`src/rtl/mem_port_arbiter_if.sv`:
```
// Signal bundle between the fetch/data requesters, mem_port_arbiter and the unified memory port.
// The arbiter takes the slave modport; the requesters and the memory take the master side.
interface mem_port_arbiter_if;
    logic        if_req;
    logic [31:0] if_addr;
    logic        if_gnt;
    logic        if_rvalid;
    logic [31:0] if_rdata;
    logic        if_err;

    logic        d_req;
    logic        d_we;
    logic [1:0]  d_size;
    logic        d_unsigned;
    logic [31:0] d_addr;
    logic [31:0] d_wdata;
    logic        d_gnt;
    logic        d_rvalid;
    logic [31:0] d_rdata;
    logic        d_err;

    logic [31:0] mem_addr;
    logic        mem_rw;
    logic [31:0] mem_wdata;
    logic [31:0] mem_rdata;

    modport master (
        output if_req, if_addr,
        input  if_gnt, if_rvalid, if_rdata, if_err,
        output d_req, d_we, d_size, d_unsigned, d_addr, d_wdata,
        input  d_gnt, d_rvalid, d_rdata, d_err,
        input  mem_addr, mem_rw, mem_wdata,
        output mem_rdata
    );

    modport slave (
        input  if_req, if_addr,
        output if_gnt, if_rvalid, if_rdata, if_err,
        input  d_req, d_we, d_size, d_unsigned, d_addr, d_wdata,
        output d_gnt, d_rvalid, d_rdata, d_err,
        output mem_addr, mem_rw, mem_wdata,
        input  mem_rdata
    );
endinterface

```
`src/rtl/mem_port_arbiter.sv`:
```
// Arbitrates fetch and data requesters onto one word-wide memory port, with range checks,
// sub-word read-modify-write stores and load extension. Define MISALIGN_TRAP_EN to fault misaligned accesses.
module mem_port_arbiter #(
    parameter logic [31:0] BASE_ADDR = 32'h0100_0000,
    parameter int unsigned MEM_BYTES = 1048576
) (
    input  logic              clock,
    input  logic              reset,
    mem_port_arbiter_if.slave bus
);
    typedef enum logic [1:0] {IDLE, RD, WR, RESP} state_t;

    localparam logic [32:0] TOP = {1'b0, BASE_ADDR} + 33'(MEM_BYTES);

    state_t      r_state;
    state_t      w_next;
    logic        r_last_d;
    logic        r_own_d;
    logic        r_err;
    logic        r_we;
    logic        r_uns;
    logic [1:0]  r_size;
    logic [31:0] r_addr;
    logic [31:0] r_wdata;
    logic [31:0] r_word;

    logic        w_sel_d;
    logic        w_accept;
    logic        w_we;
    logic [1:0]  w_size;
    logic [31:0] w_addr;
    logic        w_misalign;
    logic        w_err;
    logic [31:0] w_aligned;

    function automatic logic range_fault(input logic [31:0] a, input logic [1:0] sz);
        logic [32:0] last;
        logic [1:0]  span;
        span = sz[1] ? 2'd3 : {1'b0, sz[0]};
        last = {1'b0, a} + {31'd0, span};
        return ({1'b0, a} < {1'b0, BASE_ADDR}) || (last >= TOP);
    endfunction

    function automatic logic [31:0] merge_store(input logic [31:0] old, input logic [31:0] wd,
                                                input logic [1:0] sz, input logic [1:0] a);
        logic [31:0] m;
        m = old;
        case (sz)
            2'b00:   m[{a, 3'b000} +: 8] = wd[7:0];
            2'b01:   m[{a[1], 4'b0000} +: 16] = wd[15:0];
            default: m = wd;
        endcase
        return m;
    endfunction

    function automatic logic [31:0] load_ext(input logic [31:0] w, input logic [1:0] sz,
                                             input logic [1:0] a, input logic uns);
        logic [7:0]  b;
        logic [15:0] h;
        logic [31:0] r;
        b = w[{a, 3'b000} +: 8];
        h = w[{a[1], 4'b0000} +: 16];
        case (sz)
            2'b00:   r = uns ? {24'd0, b} : {{24{b[7]}}, b};
            2'b01:   r = uns ? {16'd0, h} : {{16{h[15]}}, h};
            default: r = w;
        endcase
        return r;
    endfunction

    // r_last_d=1 means data won last, so fetch takes the next conflict
    assign w_sel_d  = bus.d_req && (!bus.if_req || !r_last_d);
    assign w_accept = reset && (r_state == IDLE) && (bus.if_req || bus.d_req);
    assign w_we     = w_sel_d && bus.d_we;
    assign w_size   = w_sel_d ? bus.d_size : 2'b10;
    assign w_addr   = w_sel_d ? bus.d_addr : bus.if_addr;

`ifdef MISALIGN_TRAP_EN
    assign w_misalign = ((w_size == 2'b01) && w_addr[0]) || (w_size[1] && (w_addr[1:0] != 2'b00));
`else
    assign w_misalign = 1'b0;
`endif

    assign w_err     = range_fault(w_addr, w_size) || w_misalign;
    assign w_aligned = {r_addr[31:2], 2'b00};

    always_ff @(posedge clock) begin
        if (!reset) begin
            r_state  <= IDLE;
            r_last_d <= 1'b1;
            r_own_d  <= 1'b0;
            r_err    <= 1'b0;
        end else begin
            r_state <= w_next;
            if (w_accept) begin
                r_last_d <= w_sel_d;
                r_own_d  <= w_sel_d;
                r_err    <= w_err;
            end
        end
    end

    always_ff @(posedge clock) begin
        if (w_accept) begin
            r_we    <= w_we;
            r_size  <= w_size;
            r_uns   <= bus.d_unsigned;
            r_addr  <= w_addr;
            r_wdata <= bus.d_wdata;
        end
        if (r_state == RD) begin
            r_word <= bus.mem_rdata;
        end
    end

    always_comb begin
        w_next        = r_state;
        bus.if_gnt    = 1'b0;
        bus.d_gnt     = 1'b0;
        bus.if_rvalid = 1'b0;
        bus.if_rdata  = 32'd0;
        bus.if_err    = 1'b0;
        bus.d_rvalid  = 1'b0;
        bus.d_rdata   = 32'd0;
        bus.d_err     = 1'b0;
        bus.mem_addr  = 32'd0;
        bus.mem_rw    = 1'b0;
        bus.mem_wdata = 32'd0;
        case (r_state)
            IDLE: begin
                bus.if_gnt = w_accept && !w_sel_d;
                bus.d_gnt  = w_accept && w_sel_d;
                if (w_accept) begin
                    if (w_err)                   w_next = RESP;
                    else if (w_we && w_size[1])  w_next = WR;
                    else                         w_next = RD;
                end
            end
            RD: begin
                bus.mem_addr = w_aligned;
                w_next       = r_we ? WR : RESP;
            end
            WR: begin
                // reset gating keeps a write from escaping in the cycle the access is dropped
                bus.mem_addr  = w_aligned;
                bus.mem_rw    = reset;
                bus.mem_wdata = merge_store(r_word, r_wdata, r_size, r_addr[1:0]);
                w_next        = RESP;
            end
            RESP: begin
                if (r_own_d) begin
                    bus.d_rvalid = 1'b1;
                    bus.d_err    = r_err;
                    bus.d_rdata  = (r_err || r_we) ? 32'd0 : load_ext(r_word, r_size, r_addr[1:0], r_uns);
                end else begin
                    bus.if_rvalid = 1'b1;
                    bus.if_err    = r_err;
                    bus.if_rdata  = r_err ? 32'd0 : r_word;
                end
                w_next = IDLE;
            end
            default: w_next = IDLE;
        endcase
    end
endmodule

```
`src/flat_wrapper.sv`:
```
// flat-port wrapper written by rule: the top's interface ports become plain ports
module mem_port_arbiter_flat 
#(
    parameter logic [31:0] BASE_ADDR = 32'h0100_0000,
    parameter int unsigned MEM_BYTES = 1048576
)
  (clock, reset, bus_if_req, bus_if_addr, bus_if_gnt, bus_if_rvalid, bus_if_rdata, bus_if_err, bus_d_req, bus_d_we, bus_d_size, bus_d_unsigned, bus_d_addr, bus_d_wdata, bus_d_gnt, bus_d_rvalid, bus_d_rdata, bus_d_err, bus_mem_addr, bus_mem_rw, bus_mem_wdata, bus_mem_rdata);
  mem_port_arbiter_if bus_i ();
  input  logic clock;
  input  logic reset;
  input wire logic [$bits(bus_i.if_req)-1:0] bus_if_req;
  input wire logic [$bits(bus_i.if_addr)-1:0] bus_if_addr;
  output wire logic [$bits(bus_i.if_gnt)-1:0] bus_if_gnt;
  output wire logic [$bits(bus_i.if_rvalid)-1:0] bus_if_rvalid;
  output wire logic [$bits(bus_i.if_rdata)-1:0] bus_if_rdata;
  output wire logic [$bits(bus_i.if_err)-1:0] bus_if_err;
  input wire logic [$bits(bus_i.d_req)-1:0] bus_d_req;
  input wire logic [$bits(bus_i.d_we)-1:0] bus_d_we;
  input wire logic [$bits(bus_i.d_size)-1:0] bus_d_size;
  input wire logic [$bits(bus_i.d_unsigned)-1:0] bus_d_unsigned;
  input wire logic [$bits(bus_i.d_addr)-1:0] bus_d_addr;
  input wire logic [$bits(bus_i.d_wdata)-1:0] bus_d_wdata;
  output wire logic [$bits(bus_i.d_gnt)-1:0] bus_d_gnt;
  output wire logic [$bits(bus_i.d_rvalid)-1:0] bus_d_rvalid;
  output wire logic [$bits(bus_i.d_rdata)-1:0] bus_d_rdata;
  output wire logic [$bits(bus_i.d_err)-1:0] bus_d_err;
  output wire logic [$bits(bus_i.mem_addr)-1:0] bus_mem_addr;
  output wire logic [$bits(bus_i.mem_rw)-1:0] bus_mem_rw;
  output wire logic [$bits(bus_i.mem_wdata)-1:0] bus_mem_wdata;
  input wire logic [$bits(bus_i.mem_rdata)-1:0] bus_mem_rdata;
  assign bus_i.if_req = bus_if_req;
  assign bus_i.if_addr = bus_if_addr;
  assign bus_if_gnt = bus_i.if_gnt;
  assign bus_if_rvalid = bus_i.if_rvalid;
  assign bus_if_rdata = bus_i.if_rdata;
  assign bus_if_err = bus_i.if_err;
  assign bus_i.d_req = bus_d_req;
  assign bus_i.d_we = bus_d_we;
  assign bus_i.d_size = bus_d_size;
  assign bus_i.d_unsigned = bus_d_unsigned;
  assign bus_i.d_addr = bus_d_addr;
  assign bus_i.d_wdata = bus_d_wdata;
  assign bus_d_gnt = bus_i.d_gnt;
  assign bus_d_rvalid = bus_i.d_rvalid;
  assign bus_d_rdata = bus_i.d_rdata;
  assign bus_d_err = bus_i.d_err;
  assign bus_mem_addr = bus_i.mem_addr;
  assign bus_mem_rw = bus_i.mem_rw;
  assign bus_mem_wdata = bus_i.mem_wdata;
  assign bus_i.mem_rdata = bus_mem_rdata;
  mem_port_arbiter #(.BASE_ADDR(BASE_ADDR), .MEM_BYTES(MEM_BYTES)) u_core (.clock(clock), .reset(reset), .bus(bus_i));
endmodule
```
`config.mk`:
```
export PLATFORM = sky130hd
export DESIGN_NAME = mem_port_arbiter_flat
export DESIGN_NICKNAME = d
export VERILOG_FILES = /design/src/rtl/mem_port_arbiter_if.sv /design/src/rtl/mem_port_arbiter.sv /design/src/flat_wrapper.sv
export SDC_FILE = /design/constraint.sdc
export NUM_CORES = 1
export LEC_CHECK = 0
export CORE_ASPECT_RATIO = 0.6
export CORE_MARGIN = 2
export CORE_UTILIZATION = 48
export DETAILED_ROUTE_END_ITERATION = 8
export MAX_ROUTING_LAYER = met4
export PLACE_DENSITY = 0.85
export SLEW_MARGIN = 15
export SYNTH_ARGS = -nofsm -noshare
export SYNTH_HDL_FRONTEND = slang
export SYNTH_SLANG_ARGS = --single-unit
```
`constraint.sdc`:
```
create_clock -name clock -period 10.8 [get_ports clock]
set_clock_uncertainty 0.15 [all_clocks]
set_input_delay 1.62 -clock clock [delete_from_list [all_inputs] [get_ports clock]]
set_output_delay 1.62 -clock clock [all_outputs]
set_load 0.02 [all_outputs]
```
==> flow_metrics.tcl <==
set metrics [dict create \
    yosys-top-cells-count "100 x edfxtp_1, 97 x nand2_1, 70 x and2_1" \
    nets 1095 \
    utilization 0.721 \
    cts_resized 0 \
    final_cells 1145 \
    layout-drive-gt1-share 0.0546 \
    n_antenna_cell 0 \
    clk_pin_slew_ns 0.07 \
    slew_violations 0 \
    pre_cts_slack_ns 5.29 \
    status "complete, no violations" \
    syn_to_final_growth_pct 45.8 \
    dieArea_sq_um 15100 \
    clock_path_buffers 2 \
    slowest_stage "edfxtp_1" \
    drv_cap 0 \
    worstPathRequired_ns 9.03 \
    final_area_sq_um 9880 \
    p_leak_uw 0.00356 \
    synth_area_leaders "edfxtp_1 44%, and2_1 6.5%, nand2_1 5.4%, a21oi_1 3.1%, a221oi_1 3.1%" \
    yosysMostFrequentCell "edfxtp_1" \
    cts_tree "built" \
    coreArea_sq_um 13700 \
    wl_per_cell_microns 20.7 \
    regArea_sq_um 3100 \
    path_max_fanout 15 \
    crit_type "reg2out" \
    grt_max_degree 69 \
    track_usage 0.318 \
    die_y_microns 96.1 \
    first_pass_iters 5 \
    multiInputGateArea_sq_um 3350 \
    timing.fmax_mhz 174 \
    antenna_found_initial 1 \
    grt_pass1_vias 6150 \
    synth_async_sr_flop_share 0 \
    fp-row-count 33 \
    dieWidth_microns 157 \
    tightest_slew_ns 1.18 \
    netlist.area_leader.share 0.443 \
    path_cells "inv_1 -> ha_1 -> nor4b_2 -> a221oi_1 -> a211oi_1 -> a21oi_1 -> nor2b_1 -> clkdlybuf4s50_1" \
    hold_buffers 0 \
    p_per_area_nw_per_um2 183 \
    period_share 0.531 \
    gp_congestion 0.958 \
    cp-start-kind "flop" \
    period_needed_ns 5.74 \
    clk_latency_ns 0.34 \
    drt_iter0_drc 845 \
    yosysWarnings 0 \
    drc 0 \
    crit_path_max_incr_delay_ns 0.85 \
    ios 271 \
    finalWorstSetupSlack_ns 5.06 \
    synth_cell_types 61 \
    fill_cells 1014 \
    wirelength_microns 23800 \
    synthCells 701 \
    viasPerCell 5.83 \
    start_util 0.495 \
    maxSlewHeadroom 0.216 \
    synth-seq-cells 105 \
    ant_nets 0 \
    hold_violations 0 \
    avgSynthCellArea_sq_um 9.67 \
    yosysTopAreaCell "edfxtp_1" \
    cts_setup_buffers 0 \
    cp-end-kind "output port" \
    setup_violations 0 \
    gr-total-overflow 0 \
    rsz0062_at_grt "false" \
    ys_seq_area_frac 0.458 \
    dp_cells 1129 \
    grt_pass1_wl_microns 34800 \
    cts_buffers 9 \
    dp_hpwl_microns 17700 \
    synth_edf_count 100 \
    hold_class "reg2reg" \
    synthFlopType "edfxtp_1" \
    dr_total_vias 6677 \
    io_buffers 268 \
    h-tree-depth 3 \
    vdd_ir_drop_max_uv 96.6 \
    dpl_cell_area_sq_um 9600 \
    fin_tns_setup_ns 0 \
    cts.sinks 105 \
    syn_area_sq_um 6780 \
    worstPathArrival_ns 3.97 \
    cts_root_buf "clkbuf_16" \
]
==> where the power goes <==
group | switching [uW] | internal, uW
logic | 452 | 373
registers | 103 | 556
clock network | 160 | 163
==> layer usage <==
layer / part of all wire / global-route usage / vias up
met5: 0 / - / -
met4: 0.016 / 0.0659 / 0
met3: 0.13 / 0.0819 / 33
met2: 0.41 / 0.436 / 461
met1: 0.45 / 0.472 / 3101
li1: - / - / 3082
==> state kept, by name, summed over array words and instances, names as in the netlist <==
signal,flops
u_core.r_addr,32
u_core.r_wdata,32
u_core.r_word,32
u_core.r_size,2
u_core.r_state,2
u_core.r_err,1
u_core.r_last_d,1
u_core.r_own_d,1
u_core.r_uns,1
u_core.r_we,1
==> critical path, delay by kind of cell, from the launching register on <==
kind                       cells  cell delay, ns
adders and majority gates      1            0.43
buffers and inverters          2            0.89
and+or+nand+nor                2            0.80
AOI/OAI and AO/OA              3            0.67
DFF                            1            0.85
==> kinds of logic after synthesis <==
logic type,synth area share
muxes,0.0677
and+or+nand+nor,0.223
other,0.000553
buffers and inverters,0.0493
AOI/OAI and AO/OA,0.174
xor gates and xnor gates,0.00775
DFF,0.458
adders and majority gates,0.0203
==> metrics by stage <==
stage	hold slack [ns]	power (uW)
floorplan	0.365	1090
global placement	0.388	1470
detailed placement	0.403	1480
CTS	0.412	1810
global route	0.451	1900
finish	0.418	1810
==> worst paths after layout <==
| path | cells past startpoint | slack [ns] | from | endpoint |
|---|---|---|---|---|
| hold / removal | 2 | 0.42 | u_core.r_last_d | u_core.r_last_d |
| setup / recovery | 8 | 5.06 | u_core.r_addr[0] | bus_mem_wdata[20] |
| hold reg to reg | 2 | 0.42 | u_core.r_last_d | u_core.r_last_d |
| setup reg to reg | 13 | 7.13 | u_core.r_last_d | u_core.r_state[0] |
==> cell usage in the layout (no fill, tap or decap), types with 9 or more instances in the layout <==
master           count
clkdlybuf4s50_1    268
edfxtp_1           100
nand2_1             97
and2_1              70
a21oi_1             42
nor2_1              38
inv_1               36
nor2b_1             27
a221oi_1            24
a211oi_1            24
o21ai_0             21
mux2i_1             20
nand3_1             12
nand4_1             11
ha_1                11
buf_4               10
mux2_2               9
nor3_1               9
clkbuf_16            9
==> cell type report <==
class / count / area share
Multi-Input combinational cell: 514 / 0.339
Sequential cell: 105 / 0.314
Timing Repair Buffer: 278 / 0.279
Tap cell: 192 / 0.0243
Clock buffer: 10 / 0.0232
Inverter: 40 / 0.0152
Clock inverter: 6 / 0.00570
(Power assumes the default switching activity.)
==> RTL edit: new RTL, same settings <==
The 4 states of `state_t` get a one-hot encoding in 4 bits.
--- a/src/rtl/mem_port_arbiter.sv
+++ b/src/rtl/mem_port_arbiter.sv
@@ -8,7 +8,7 @@
     input  logic              reset,
     mem_port_arbiter_if.slave bus
 );
-    typedef enum logic [1:0] {IDLE, RD, WR, RESP} state_t;
+    typedef enum logic [3:0] {IDLE = 4'b0001, RD = 4'b0010, WR = 4'b0100, RESP = 4'b1000} state_t;
 
     localparam logic [32:0] TOP = {1'b0, BASE_ADDR} + 33'(MEM_BYTES);
 
Behaviour: no difference found for any inputs over 10 cycles, from zero or initial values and one cycle with reset low; not proved beyond that.
==> RTL edit against the original RTL <==
First-iteration DRC count shrank 1.3%. Wire length grew 6.4%. Final area up 0.65%. Setup slack worse by 0.057 ns. Synthesized area up 0.50%. Global-route usage grew 2.2 points. Sequential cell count grew 2. Count of clock-buffer cells in the layout up 1. Critical path type unchanged.
Power is not compared: it rests on default switching activity, and its combinational part moved more than twofold at a synthesized area within 25%.
==> RTL edit: results (changes against the original RTL) <==
Setup path
  – Critical path fanouts, max: 14 (-1)
  – Reg2reg path depth: 14 (+1)
  – Crit path to: bus_mem_wdata[20]
  – Reg-to-reg slack, setup: 7.00 ns (-0.13 ns)
  – CP max stage cell: nor4b_2
  – Arrival time at the worst endpoint: 4.03 ns (+0.06 ns)
  – Reg2reg end: u_core.r_err
  – Worst path max stage delay: 0.83 ns (-0.02 ns)

Route
  – Met3 wire len: 3424 um (+14%)
  – Vias per inst: 5.934 (+1.8%)
  – TritonRoute pass-1 iters: 6 (+1)
  – Post-Route M1 WL: 10960 um (+3.1%)
  – Post-Route WL: 25280 um (+6.4%)
  – WL met2: 10470 um (+7.4%)

Clock tree
  – Clk Tree Root Cell: clkbuf_16
  – Worst-Skew Late Latency: 0.34 ns (about the same)
  – Worst-path clk slew: 0.07 ns (about the same)
  – Max Buffers Root-to-Sink: 2 (unchanged)

Finish
  – Share of cells above drive strength 1: 5.590% (+0.13 points)
  – Layout net count: 1106 (+1.0%)
  – Final cell count without fillers: 1158 (+1.1%)

Place
  – DP Area: 9622 um2 (+0.26%)
  – Dpl ws: 5.176 ns (-0.1149 ns)
  – Dpl hpwl: 18760 um (+5.7%)
  – GPL Wtd Cong: 0.9798 (+2.3%)

Power and ir drop
  – LEAKAGE: 3.574 nW

STA
  – Worst Hold Margin: 0.4435 ns (+0.02543 ns)
  – Worst-Margin Slew: 1.099 ns (-0.07745 ns)
  – Worst setup margin: 5.003 ns (-0.05663 ns)

Logic synthesis
  – FF+latch count, synth: 107 (+1.9%)
  – Yosys cell types: 65 (+6.6%)
  – Synth top area share: 44.08% (-0.22 points)
  – Syn_area_per_cell: 9.515 um2 (-1.6%)
  – Commonest cells post-synth: edfxtp_1, nand2_1, nor2_1
  – Register area share after synthesis: 46.13% (+0.36 points)

Outcome
  – Status: finished clean

GRT
  – Antenna violations before repair: 0 (-1)
  – Maximum number of pins on one net before global-route repair: 60 (-13%)
  – Met1 usage: 48.25% (+1.1 points)
  – GRT met2 Usage: 47.72% (+4.1 points)
  – Vias in the first global route: 6401 (+4.1%)

Hold path
  – Hold path depth: 2 (unchanged)
==> RTL edit: cell count changes after synthesis, moves of 8 or more <==
| cell | change |
|---|---|
| and2_1 | -31 |
| nor2_1 | +22 |
| mux2_2 | -9 |
| o21ai_0 | -8 |
| o221ai_1 | -8 |
| a21oi_1 | +9 |
| nor3_1 | +18 |
| o22ai_1 | +8 |
==> RTL edit: cell families (layout without fill, tap and decap cells) <==
family	Yosys count	after routing	share of synthesized area, %
AOI/OAI and AO/OA	161	161	16.88
xor gates and xnor gates	7	7	0.8999
adders and majority gates	8	8	1.579
buffers and inverters	84	333	5.032
DFF	107	107	46.13
muxes	32	32	6.042
other	1	2	0.05504
and+or+nand+nor	316	316	23.38
==> RTL edit: layout make-up <==
cell class	count	area, um2
Clock inverter	4	76.32
Multi-Input combinational cell	526	3352
Clock buffer	11	232.7
Inverter	41	153.9
Sequential cell	107	3143
Timing Repair Buffer	277	2748
Fill cell	1037	3804
Tap cell	192	240.2
